===== config.mk =====
export PLATFORM = sky130hd
export DESIGN_NAME = sysref_gate_ctrl
export DESIGN_NICKNAME = d
export VERILOG_FILES = /design/src/rtl/sysref_gate_ctrl.sv
export SDC_FILE = /design/constraint.sdc
export NUM_CORES = 1
export LEC_CHECK = 0
export ABC_AREA = 1
export BUFFER_PORTS_ARGS = -buffer_cell sky130_fd_sc_hd__buf_2
export CAP_MARGIN = 20
export CORE_MARGIN = 4
export CORE_UTILIZATION = 56
export DETAILED_ROUTE_END_ITERATION = 10
export GPL_TIMING_DRIVEN = 1
export HOLD_SLACK_MARGIN = 0.1
export PLACE_DENSITY = 0.82
export REMOVE_ABC_BUFFERS = 1
export SLEW_MARGIN = 10
export SYNTH_ARGS = -nofsm -noshare
export SYNTH_HDL_FRONTEND = slang
export SYNTH_SLANG_ARGS = --single-unit

===== constraint.sdc =====
create_clock -name pl_clk -period 2.93 [get_ports pl_clk]
set_input_delay 0.293 -clock pl_clk [delete_from_list [all_inputs] [get_ports pl_clk]]
set_output_delay 0.293 -clock pl_clk [all_outputs]
set_load 0.02 [all_outputs]

===== src/rtl/sysref_gate_ctrl.sv =====
// Measures captured SYSREF period until stable, then passes a programmed
// number of whole pulses to the converter sync inputs and closes the gate.
module sysref_gate_ctrl #(
    parameter int CNT_W    = 16,
    parameter int TOL      = 1,
    parameter int STABLE   = 4,
    parameter int MAX_MISS = 8,
    parameter int TIMEOUT  = 65535
) (
    input  logic             pl_clk,
    input  logic             pl_rst,
    input  logic             sysref_in,
    input  logic             start,
    input  logic             abort,
    input  logic [7:0]       release_count,
    output logic             sysref_gated,
    output logic             busy,
    output logic             locked,
    output logic             done,
    output logic             error,
    output logic [1:0]       err_code,
    output logic [CNT_W-1:0] period
);

    localparam int MW = $clog2(STABLE + 1);
    localparam int XW = $clog2(MAX_MISS + 1);
    localparam logic [CNT_W-1:0] TMO      = CNT_W'(TIMEOUT);
    localparam logic [CNT_W-1:0] TOL_C    = CNT_W'(TOL);
    localparam logic [MW-1:0]    STABLE_C = MW'(STABLE);
    localparam logic [XW-1:0]    MISS_C   = XW'(MAX_MISS);

    typedef enum logic [2:0] {
        S_IDLE, S_MEASURE, S_GATE, S_DONE, S_ERR
    } state_t;

    state_t           state_q, state_d;
    logic             sysref_d_q, sysref_d_d;
    logic [CNT_W-1:0] cnt_q, cnt_d;
    logic [CNT_W-1:0] ref_q, ref_d;
    logic [MW-1:0]    match_q, match_d;
    logic [XW-1:0]    miss_q, miss_d;
    logic             arm_q, arm_d;
    logic             ref_vld_q, ref_vld_d;
    logic [7:0]       rel_q, rel_d;
    logic [7:0]       pulse_q, pulse_d;
    logic             pass_q, pass_d;
    logic             locked_q, locked_d;
    logic [1:0]       code_q, code_d;
    logic [CNT_W-1:0] period_q, period_d;
    logic             gated_q, gated_d;
    logic             busy_q, busy_d;
    logic             done_q, done_d;
    logic             error_q, error_d;

    logic             rise, fall, in_tol;
    logic [CNT_W-1:0] diff;
    logic [MW-1:0]    match_nxt;
    logic [XW-1:0]    miss_nxt;

    assign rise      = sysref_in & ~sysref_d_q;
    assign fall      = ~sysref_in & sysref_d_q;
    assign diff      = (cnt_q >= ref_q) ? cnt_q - ref_q : ref_q - cnt_q;
    assign in_tol    = (diff <= TOL_C);
    assign match_nxt = match_q + 1'b1;
    assign miss_nxt  = miss_q + 1'b1;

    always_comb begin
        state_d    = state_q;
        sysref_d_d = sysref_in;
        ref_d      = ref_q;
        match_d    = match_q;
        miss_d     = miss_q;
        arm_d      = arm_q;
        ref_vld_d  = ref_vld_q;
        rel_d      = rel_q;
        pulse_d    = pulse_q;
        pass_d     = pass_q;
        locked_d   = locked_q;
        code_d     = code_q;
        period_d   = period_q;
        if (rise) begin
            cnt_d = {{(CNT_W-1){1'b0}}, 1'b1};
        end else if (cnt_q != TMO) begin
            cnt_d = cnt_q + 1'b1;
        end else begin
            cnt_d = cnt_q;
        end

        unique case (state_q)
            S_IDLE, S_DONE, S_ERR: begin
                if (start) begin
                    state_d   = S_MEASURE;
                    rel_d     = release_count;
                    locked_d  = 1'b0;
                    code_d    = 2'd0;
                    match_d   = '0;
                    miss_d    = '0;
                    arm_d     = 1'b0;
                    ref_vld_d = 1'b0;
                    pulse_d   = '0;
                    pass_d    = 1'b0;
                    cnt_d     = '0;
                end
            end
            S_MEASURE: begin
                if (cnt_q == TMO) begin
                    state_d = S_ERR;
                    code_d  = 2'd1;
                end else if (rise) begin
                    if (!arm_q) begin
                        arm_d = 1'b1;
                    end else if (!ref_vld_q) begin
                        ref_vld_d = 1'b1;
                        ref_d     = cnt_q;
                        match_d   = '0;
                    end else if (in_tol) begin
                        match_d = match_nxt;
                        if (match_nxt == STABLE_C) begin
                            locked_d = 1'b1;
                            period_d = ref_q;
                            state_d  = (rel_q == 8'd0) ? S_DONE : S_GATE;
                        end
                    end else begin
                        ref_d   = cnt_q;
                        match_d = '0;
                        miss_d  = miss_nxt;
                        if (miss_nxt == MISS_C) begin
                            state_d = S_ERR;
                            code_d  = 2'd2;
                        end
                    end
                end
            end
            S_GATE: begin
                if (cnt_q == TMO) begin
                    state_d = S_ERR;
                    code_d  = 2'd1;
                end else if (rise && !in_tol) begin
                    state_d = S_ERR;
                    code_d  = 2'd3;
                end else begin
                    // Open only on a low input so the lock pulse is never cut.
                    if (!pass_q && !sysref_in) pass_d = 1'b1;
                    if (pass_q && rise) pulse_d = pulse_q + 1'b1;
                    if (pass_q && fall && pulse_q == rel_q) begin
                        pass_d  = 1'b0;
                        state_d = S_DONE;
                    end
                end
            end
            default: state_d = S_IDLE;
        endcase

        if (state_d == S_ERR && state_q != S_ERR) begin
            locked_d = 1'b0;
            pass_d   = 1'b0;
        end
        if (abort) begin
            state_d  = S_IDLE;
            pass_d   = 1'b0;
            locked_d = 1'b0;
            code_d   = 2'd0;
        end

        // Gate closes in the same cycle the sequence leaves GATE.
        gated_d = sysref_in & pass_q & (state_q == S_GATE)
                & (state_d == S_GATE);
        busy_d  = (state_d == S_MEASURE) || (state_d == S_GATE);
        done_d  = (state_d == S_DONE);
        error_d = (state_d == S_ERR);
    end

    always_ff @(posedge pl_clk) begin
        if (pl_rst) begin
            state_q    <= S_IDLE;
            sysref_d_q <= 1'b0;
            cnt_q      <= '0;
            ref_q      <= '0;
            match_q    <= '0;
            miss_q     <= '0;
            arm_q      <= 1'b0;
            ref_vld_q  <= 1'b0;
            rel_q      <= '0;
            pulse_q    <= '0;
            pass_q     <= 1'b0;
            locked_q   <= 1'b0;
            code_q     <= 2'd0;
            period_q   <= '0;
            gated_q    <= 1'b0;
            busy_q     <= 1'b0;
            done_q     <= 1'b0;
            error_q    <= 1'b0;
        end else begin
            state_q    <= state_d;
            sysref_d_q <= sysref_d_d;
            cnt_q      <= cnt_d;
            ref_q      <= ref_d;
            match_q    <= match_d;
            miss_q     <= miss_d;
            arm_q      <= arm_d;
            ref_vld_q  <= ref_vld_d;
            rel_q      <= rel_d;
            pulse_q    <= pulse_d;
            pass_q     <= pass_d;
            locked_q   <= locked_d;
            code_q     <= code_d;
            period_q   <= period_d;
            gated_q    <= gated_d;
            busy_q     <= busy_d;
            done_q     <= done_d;
            error_q    <= error_d;
        end
    end

    assign sysref_gated = gated_q;
    assign busy         = busy_q;
    assign locked       = locked_q;
    assign done         = done_q;
    assign error        = error_q;
    assign err_code     = code_q;
    assign period       = period_q;

endmodule


Yosys cells after proc, flatten, opt, wreduce, memory -nomap -nowiden
Index checks and enable logic that the tools add are counted.
- register bits: 85
- bits of input ports: 13
- word-level logic and storage cells: 166
- $add $sub $neg: 6
- magnitude comparators: 2
- equal/unequal tests: 34
- muxes and demuxes: 70
- bitwise operators: 8
- reduce and logical (&&, ||, !) cells: 28
- operators with widths (cell ; count):
    $mux 16 ; 7
    $mux 3 ; 18
    $mux 8 ; 4
    $sub 16x16->16 ; 2
    $mux 4 ; 6
    $ne 2x2->1 const B ; 12
    $ne 3x3->1 const B ; 8
    $reduce_and 5->1 ; 4
    $mux 2 ; 9
    $mux 1 ; 17
    $add 16x1->16 const B ; 1
    $eq 16x16->1 const B ; 1
    $ge 16x16->1 ; 1
    $le 16x1->1 const B ; 1
    $ne 16x16->1 const B ; 1
    $pmux 8 s2 ; 1
    $reduce_and 8->1 ; 2
    $reduce_and 7->1 ; 2
    $eq 3x2->1 const B ; 4
    $eq 3x3->1 const B ; 4
    $pmux 3 s3 ; 1
    $add 8x1->8 const B ; 1
    $eq 8x8->1 ; 1
    $logic_not 8->1 ; 1
    other kinds (20) ; 39

Logic depth before layout (Yosys ltp)
Gate-level depths: netlist (run 1).
- depth in word-level cells: 12
- mapped depth: 27

Worst setup path before layout (run 1)
No wires, ideal clock.
- path kind: register to register
- start point: register cnt_q[0]
- end point: register pulse_q[2]
- library setup time: 0.117 ns
- arrival: 2.703 ns
- required time: 2.813 ns
- slack: 0.110 ns
- stages on the path, launching flop included: 22
- buffers on the path: 1
- path through: dfxtp_1 > inv_1 > ha_1 > inv_1 > fa_1 > nand3_1 > nand2_1 > nand2_2 > nand3_4 > a21oi_4 > nand2_1 > nand2_2 > nand2_2 > nor2_2 > nand2_2 > o21bai_4 > nand2_4 > nand2_4 > nand3_4 > buf_6 > o21ai_0 > nor2_1
- cells in the longest elaborated chain, start to end: 7
- RTL lines (element ; RTL line ; source):
    start, declared ; 38 ; logic [CNT_W-1:0] cnt_q, cnt_d;
    start signal, assigned ; 196 ; cnt_q <= cnt_d;
    $sub 16x16->16 / $ge 16x16->1 (equally long branches) ; 62 ; assign diff = (cnt_q >= ref_q) ? cnt_q - ref_q : ref_q - cnt_q;
    $mux 16 ; 62 ;
    $le 16x1->1 ; 63 ; assign in_tol = (diff <= TOL_C);
    $logic_not 1->1 ; 138 ; end else if (rise && !in_tol) begin
    $logic_and 1x1->1 ; 138 ;
    $ne 2x2->1 (no line) ; - ;
    $reduce_and 5->1 (no line) (*) ; - ;
    end signal, assigned ; 203 ; pulse_q <= pulse_d;
    end, declared ; 45 ; logic [7:0] pulse_q, pulse_d;
Every way passes the cells marked *; elsewhere a longest branch is shown, timed or not.
A chain may end at the register's enable or synchronous reset.

Worst setup path after layout (run 1)
- start point: register ref_q[9]
- end point: register pulse_q[2]
- cells in the longest elaborated chain, start to end: 7
- RTL lines (element ; RTL line ; source):
    start, declared ; 39 ; logic [CNT_W-1:0] ref_q, ref_d;
    start signal, assigned ; 197 ; ref_q <= ref_d;
    $sub 16x16->16 / $ge 16x16->1 (equally long branches) ; 62 ;
    $mux 16 (*) ; 62 ;
    $le 16x1->1 (*) ; 63 ;
    $logic_not 1->1 (*) ; 138 ;
    $logic_and 1x1->1 (*) ; 138 ;
    $ne 2x2->1 (no line) (*) ; - ;
    $reduce_and 5->1 (no line) (*) ; - ;
Marked as above.

==> results.sh, run 1 <==
export IMPL_fin_setup_tns_ns=-1.74
export IMPL_syn_area_um2=6190
export IMPL_diodes=0
export IMPL_stdcell_count=1219
export IMPL_cts_buffer_depth=2
export IMPL_fmax_ghz=0.330
export IMPL_setup_violations=41
export IMPL_vias_per_cell=5.38
export IMPL_grt_pass1_vias=6171
export IMPL_antenna_left=0
export IMPL_wl_mm=17.4
export IMPL_grt_use_total_pct=25.9
export IMPL_ir_drop_v=0.000397
export IMPL_hp_class="primary input to flip-flop"
export IMPL_clkSinkCount=85
export IMPL_status="finished, violations left"
export IMPL_fp_dieH_um=113
export IMPL_antenna_found_initial=0
export IMPL_relSlewSlack_pct=17.7
export IMPL_critical_path_class="flip-flop to flip-flop"
export IMPL_avgSynthCellArea_um2=6.33
export IMPL_fp_dieW_um=113
export IMPL_initial_utilization_pct=57.1
export IMPL_rsz0062_at_grt="yes"
export IMPL_ys_async_sr_fraction_pct=0
export IMPL_vias=6563
export IMPL_syn_inst=978
export IMPL_drv_slew=0
export IMPL_grt_start_max_net_pins=36
export IMPL_crit_required_ns=3.21
export IMPL_ctsRootBufferMaster="clkbuf_8"
export IMPL_yosysSeqAreaShare_pct=27.5
export IMPL_ys_ff_latch=85
export IMPL_wire_per_inst_um=14.3
export IMPL_dieArea_um2=12800
export IMPL_place_inst=1189
export IMPL_ys_warn_count=0
export IMPL_rows=38
export IMPL_p_per_area_nw_per_um2=337
export IMPL_post_dp_cell_area_um2=6870
export IMPL_dr_pass1_iters=7
export IMPL_drc=0
export IMPL_synth_edff_count=0
export IMPL_cts_buffers=9
export IMPL_cts_clk_slew_worst_paths_ns=0.09
export IMPL_synth_cell_types=50
export IMPL_worst_pin_slew_ns=1.23
export IMPL_core_area_um2=10800
export IMPL_setup_slack_ns=-0.101
export IMPL_worstPathArrival_ns=3.31
export IMPL_violations="setup timing"
export IMPL_area_growth_pct=24.3
export IMPL_synthFlopType="dfxtp_1"
export IMPL_cts_hold_buf=0
export IMPL_leakage_uw=0.00379
export IMPL_crit_path_start_kind="flip-flop"
export IMPL_gp_congestion=0.974
export IMPL_tritoncts="done"
export IMPL_clk_latency_ns=0.38
export IMPL_whs_ns=0.126
export IMPL_cap_violations=0
export IMPL_final_hold_viol_count=0
export IMPL_drive_gt1_share_pct=23.4
export IMPL_drt_iter0_markers=415
export IMPL_ios=36
export IMPL_nets=1125
export IMPL_htree_levels=3
export IMPL_grt_ovfl_total=0
export IMPL_numPortBuffers=35
export IMPL_crit_fanout=8
export IMPL_finClkSkew_ns=0.0100
export IMPL_grt_pass1_wl_mm=27.4
export IMPL_fin_crit_ns=3.03
export IMPL_hpwlAfterDp_mm=12.1
export IMPL_design_area_um2=7700
export IMPL_fin_crit_sh_pct=103
export IMPL_critPathCaptureType="flip-flop"
[critical path, cell delays in order, from the launching register on]
cell      delay (ns)
dfxtp_1         0.44
ha_2            0.37
nand2_1         0.09
nand2_1         0.08
nand2_1         0.08
nand2_1         0.07
nand2_1         0.09
nand3_2         0.12
a21oi_4         0.26
nand2_1         0.09
nand2_1         0.07
nand2_1         0.06
nor2_2          0.12
nand2_4         0.11
o21bai_4        0.25
nand2_4         0.08
nand2_4         0.09
buf_4           0.13
nand3_4         0.10
o21ai_2         0.18
nor2_1          0.04
[state kept, by name, indices dropped and copies added, names as in the netlist]
| name | count |
|---|---|
| cnt_q | 16 |
| pulse_q | 8 |
| match_q | 3 |
| busy | 1 |
| sysref_gated | 1 |
| miss_q | 4 |
| sysref_d_q | 1 |
| ref_q | 16 |
| state_q | 3 |
| pass_q | 1 |
| locked | 1 |
| arm_q | 1 |
| error | 1 |
| ref_vld_q | 1 |
| rel_q | 8 |
| done | 1 |
| period | 16 |
| err_code | 2 |
[per-stage QoR]
step / worst slack, ns / total power [µW] / util [%]
finish: -0.101 / 2600 / 71.0
global route: -0.264 / 2730 / 71.0
CTS: 0.00706 / 2530 / 66.9
detailed placement: -0.0597 / 1710 / 63.4
global placement: 0.0301 / 1700 / 63.4
floorplan: -0.277 / 1590 / -
[worst paths after layout]
| kind | depth (start not counted) | slack (ns) | to | startpoint |
|---|---|---|---|---|
| max | 20 | -0.10 | pulse_q[2]$_SDFFE_PP0P_ | ref_q[9]$_SDFFE_PP0P_ |
| min | 3 | 0.13 | rel_q[7]$_SDFFE_PP0P_ | release_count[7] |
| max reg2reg | 20 | -0.10 | pulse_q[2]$_SDFFE_PP0P_ | ref_q[9]$_SDFFE_PP0P_ |
| min reg2reg | 2 | 0.44 | period[12]$_SDFFE_PP0P_ | period[12]$_SDFFE_PP0P_ |
[layer usage]
metal	vias up	routed length, µm	share of wire [%]	GRT usage [%]
met2	205	8410	48	44.1
li1	3305	-	-	-
met5	-	0	0	0
met3	67	826	4.7	4.22
met4	0	819	4.7	14.8
met1	2986	7340	42	30.9
[report_power, final]
part / total, µW / switching (µW) / internal (µW)
clock network: 792 / 474 / 318
registers: 1190 / 18.4 / 1170
logic: 610 / 389 / 221
total: 2600 / 882 / 1710
[cell type report]
cell class / instances / area, µm²
Fill cell: 853 / 3140
Sequential cell: 85 / 1710
Multi-Input combinational cell: 693 / 4140
Clock inverter: 7 / 56.3
Clock buffer: 9 / 124
Tap cell: 140 / 175
Timing Repair Buffer: 103 / 808
Inverter: 182 / 686
[cells in the mapped netlist (all sizes together), types with 3 or more instances]
| cell | number | area (µm²) |
|---|---|---|
| nand4 | 22 | 159 |
| xnor2 | 5 | 43.8 |
| nand2 | 280 | 1140 |
| nor4 | 6 | 37.5 |
| a21oi | 86 | 453 |
| o21bai | 3 | 33.8 |
| inv | 180 | 676 |
| nand3 | 67 | 370 |
| o21ai | 60 | 312 |
| nor3 | 13 | 75.1 |
| xor2 | 9 | 78.8 |
| dfxtp | 85 | 1700 |
| nor2 | 83 | 367 |
| o31ai | 3 | 22.5 |
| clkbuf | 11 | 41.3 |
| ha | 36 | 450 |
| buf | 8 | 55.1 |
[placed cells by master (no fill, tap or decap), types with 3 or more instances in the layout]
master / synthesis / final
a21oi_1: 84 / 64
a21oi_2: 0 / 20
buf_12: 0 / 4
buf_2: 5 / 35
buf_4: 1 / 53
buf_6: 2 / 8
clkbuf_8: 0 / 9
dfxtp_1: 85 / 82
ha_1: 36 / 23
ha_2: 0 / 3
ha_4: 0 / 10
inv_1: 174 / 164
inv_2: 6 / 15
inv_6: 0 / 3
nand2_1: 261 / 250
nand2_2: 13 / 20
nand2_4: 5 / 9
nand3_1: 63 / 58
nand3_2: 2 / 6
nand3_4: 2 / 4
nand4_1: 20 / 20
nor2_1: 71 / 67
nor2_2: 7 / 6
nor2_4: 5 / 10
nor3_1: 11 / 10
nor4_1: 6 / 6
o21ai_0: 56 / 35
o21ai_1: 1 / 12
o21ai_2: 3 / 10
o21ai_4: 0 / 3
xnor2_1: 5 / 5
xor2_1: 9 / 9
[repair_timing]
item | in CTS | in global routing
setup endpoints to repair | 41 | 57
cloned | 2 | 3
resized for setup | 29 | 112
pin swaps | 8 | 26
buffers inserted | 5 | 6
[cells by family (layout without fill, tap and decap cells)]
group | Yosys count | count (layout) | synth area share, %
compound gates | 165 | 165 | 14.9
simple gates | 475 | 476 | 35.1
fa+ha+maj | 38 | 38 | 7.92
buf+inv | 201 | 301 | 12.6
flops | 85 | 85 | 27.5
xor+xnor | 14 | 14 | 1.98
Note: power is estimated with default switching activity, not from simulation.
==> inputs of run 2 (changes only) <==
--- a/config.mk
+++ b/config.mk
@@ -9,11 +9,12 @@
 export BUFFER_PORTS_ARGS = -buffer_cell sky130_fd_sc_hd__buf_2
 export CAP_MARGIN = 20
 export CORE_MARGIN = 4
-export CORE_UTILIZATION = 56
+export CORE_UTILIZATION = 58
+export CTS_BUF_LIST = sky130_fd_sc_hd__clkbuf_8
 export DETAILED_ROUTE_END_ITERATION = 10
 export GPL_TIMING_DRIVEN = 1
 export HOLD_SLACK_MARGIN = 0.1
-export PLACE_DENSITY = 0.82
+export PLACE_DENSITY = 0.84
 export REMOVE_ABC_BUFFERS = 1
 export SLEW_MARGIN = 10
 export SYNTH_ARGS = -nofsm -noshare
==> run 2 against run 1 <==
The flow still finishes with violations (setup timing); die area decreased by 3.2%; clock power up 21%; register-to-register slack got worse by 0.15 ns; sequential cell count stayed put; combinational power increased by 7.2%; non-clock buffer count grew 12; hold slack better by 0.0066 ns; sequential power hardly changed; largest cell class unchanged; fmax decreased by 4.8%; critical path depth is 1 higher.
==> results.sh, run 2 (synthesis results as in run 1) <==
export IMPL_gp_congestion=0.938
export IMPL_drive_gt1_share_pct=26.5
export IMPL_dieArea_um2=12400
export IMPL_rows=37
export IMPL_drc=0
export IMPL_vias=7104
export IMPL_area_growth_pct=28.9
export IMPL_antenna_found_initial=0
export IMPL_ios=36
export IMPL_clkSinkCount=85
export IMPL_ir_drop_v=0.000350
export IMPL_antenna_left=0
export IMPL_crit_cells=21
export IMPL_holdPathEnd="rel_q[6]$_SDFFE_PP0P_"
export IMPL_vias_per_cell=5.79
export IMPL_drt_iter0_markers=617
export IMPL_grt_start_max_net_pins=26
export IMPL_htree_levels=3
export IMPL_finClkSkew_ns=0.0181
export IMPL_final_hold_viol_count=0
export IMPL_crit_required_ns=3.24
export IMPL_leakage_uw=0.00390
export IMPL_initial_utilization_pct=59.7
export IMPL_rr_endpoint="ref_q[4]$_SDFFE_PP0P_"
export IMPL_wl_mm=19.9
export IMPL_p_per_area_nw_per_um2=352
export IMPL_crit_fanout=8
export IMPL_crit_path_start_kind="flip-flop"
export IMPL_rsz0062_at_grt="yes"
export IMPL_worst_hold_path_num_cells=3
export IMPL_setup_slack_ns=-0.254
export IMPL_slowest_stage="fa_2"
export IMPL_final_cell_mix="nand2_1 (247), inv_1 (163), dfxtp_1 (82)"
export IMPL_final_common_cell="nand2_1"
export IMPL_worstPathBufferInverterCount=7
export IMPL_fin_crit_ns=3.18
export IMPL_critPathTopFamily="simple AND/OR/NAND/NOR gates"
export IMPL_cts_buffer_depth=2
export IMPL_critical_path_class="flip-flop to flip-flop"
export IMPL_worstPathArrival_ns=3.49
export IMPL_cap_violations=0
export IMPL_relSlewSlack_pct=36.8
export IMPL_worstHoldStart="release_count[6]"
export IMPL_hpwlAfterDp_mm=12.2
export IMPL_clk_latency_ns=0.38
export IMPL_dr_pass1_iters=9
export IMPL_cts_buffers=9
export IMPL_setup_violations=51
export IMPL_crit_chain="inv_2 > ha_4 > inv_4 > fa_2 > buf_4 > buf_4 > nand2_2 > nand4_1 > nand2_1 > nand2_1 > nor2_1 > nor2_1 > nor2_2 > nand4_4 > inv_2 > nand2_4 > o21ai_4 > buf_6 > buf_16 > o21ai_2 > a21oi_1"
export IMPL_worst_pin_slew_ns=0.947
export IMPL_grt_ovfl_total=0
export IMPL_r2r_slack_ns=-0.25
export IMPL_r2r_start="cnt_q[0]$_SDFF_PP0_"
export IMPL_status="finished, violations left"
export IMPL_fmax_ghz=0.314
export IMPL_reg2regPathDepth=21
export IMPL_core_area_um2=10400
export IMPL_critPathMaxStageDelay_ns=0.37
export IMPL_ctsRootBufferMaster="clkbuf_8"
export IMPL_critPathCaptureType="flip-flop"
export IMPL_drv_slew=0
export IMPL_cts_clk_slew_worst_paths_ns=0.10
export IMPL_grt_use_total_pct=27.2
export IMPL_tritoncts="done"
export IMPL_hp_class="primary input to flip-flop"
export IMPL_numPortBuffers=35
export IMPL_nets=1137
export IMPL_violations="setup timing"
export IMPL_fp_dieW_um=111
export IMPL_diodes=0
export IMPL_utilization_pct=77.0
export IMPL_wire_per_inst_um=16.3
export IMPL_whs_ns=0.133
export IMPL_fin_crit_sh_pct=109
export IMPL_grt_pass1_vias=6212
export IMPL_grt_pass1_wl_mm=28.3
export IMPL_fp_dieH_um=111
==> run 2: cell count changes in the layout (fill, tap and decap cells not counted), sizes merged <==
| cell | before | now |
|---|---|---|
| bufinv | 0 | 2 |
| inv | 183 | 180 |
| clkinv | 5 | 4 |
| clkbuf | 11 | 12 |
| buf | 101 | 113 |
==> run 2: worst max-delay path by stage <==
stage,end,start
2_1_floorplan,busy$_SDFF_PP0_,cnt_q[0]$_SDFF_PP0_
3_3_place_gp,pulse_q[3]$_SDFFE_PP0P_,cnt_q[0]$_SDFF_PP0_
3_5_place_dp,pulse_q[3]$_SDFFE_PP0P_,cnt_q[0]$_SDFF_PP0_
4_1_cts,ref_q[7]$_SDFFE_PP0P_,cnt_q[0]$_SDFF_PP0_
5_1_grt,ref_q[4]$_SDFFE_PP0P_,ref_q[0]$_SDFFE_PP0P_
6_report,ref_q[4]$_SDFFE_PP0P_,cnt_q[0]$_SDFF_PP0_
==> run 2: timing repair <==
action | 4_1_cts | 5_1_grt
hold endpoints to repair | 0 | 0
pin swaps | 22 | 34
endpoints found under the setup margin | 45 | 58
cloned | 3 | 3
resized for setup | 44 | 144
hold buffers | 0 | 0
setup buffers | 7 | 9
==> run 2: cell type report <==
class / count / area [µm²]
multi-input cells: 693 / 4250
fillers: 697 / 2390
flip-flops and latches: 85 / 1710
repair buffers: 115 / 943
inverters: 182 / 686
well taps: 136 / 170
clock buffers: 10 / 138
clock inverters: 5 / 85.1
==> run 2: report_power, final <==
| group | total, µW | switching, µW | internal, µW |
|---|---|---|---|
| sequential | 1190 | 18.9 | 1170 |
| combinational | 654 | 410 | 244 |
| clock | 961 | 460 | 502 |
==> run 2: worst min-delay path, stage by stage <==
cell,delay [ns]
buf_2,0.07
nor2_1,0.03
nor2_1,0.08
==> run 2: metrics by stage <==
step	worst slack (ns)	power, µW	TNS, ns	instance area, µm²	std cells
floorplan	-0.277	1590	-4.36	6090	959
global placement	0.0364	1720	0	6920	1192
detailed placement	-0.102	1730	-1.26	6920	1192
CTS	-0.0503	2690	-0.613	7400	1217
global route	-0.391	2920	-11.99	7980	1226
finish	-0.254	2810	-5.09	7980	1226
==> run 2: layer usage <==
metal  wire length (µm)  track usage (%)
met4               1210             11.7
met5                  0                0
met3               1650             3.60
met2               9750             47.8
met1               7320             33.2
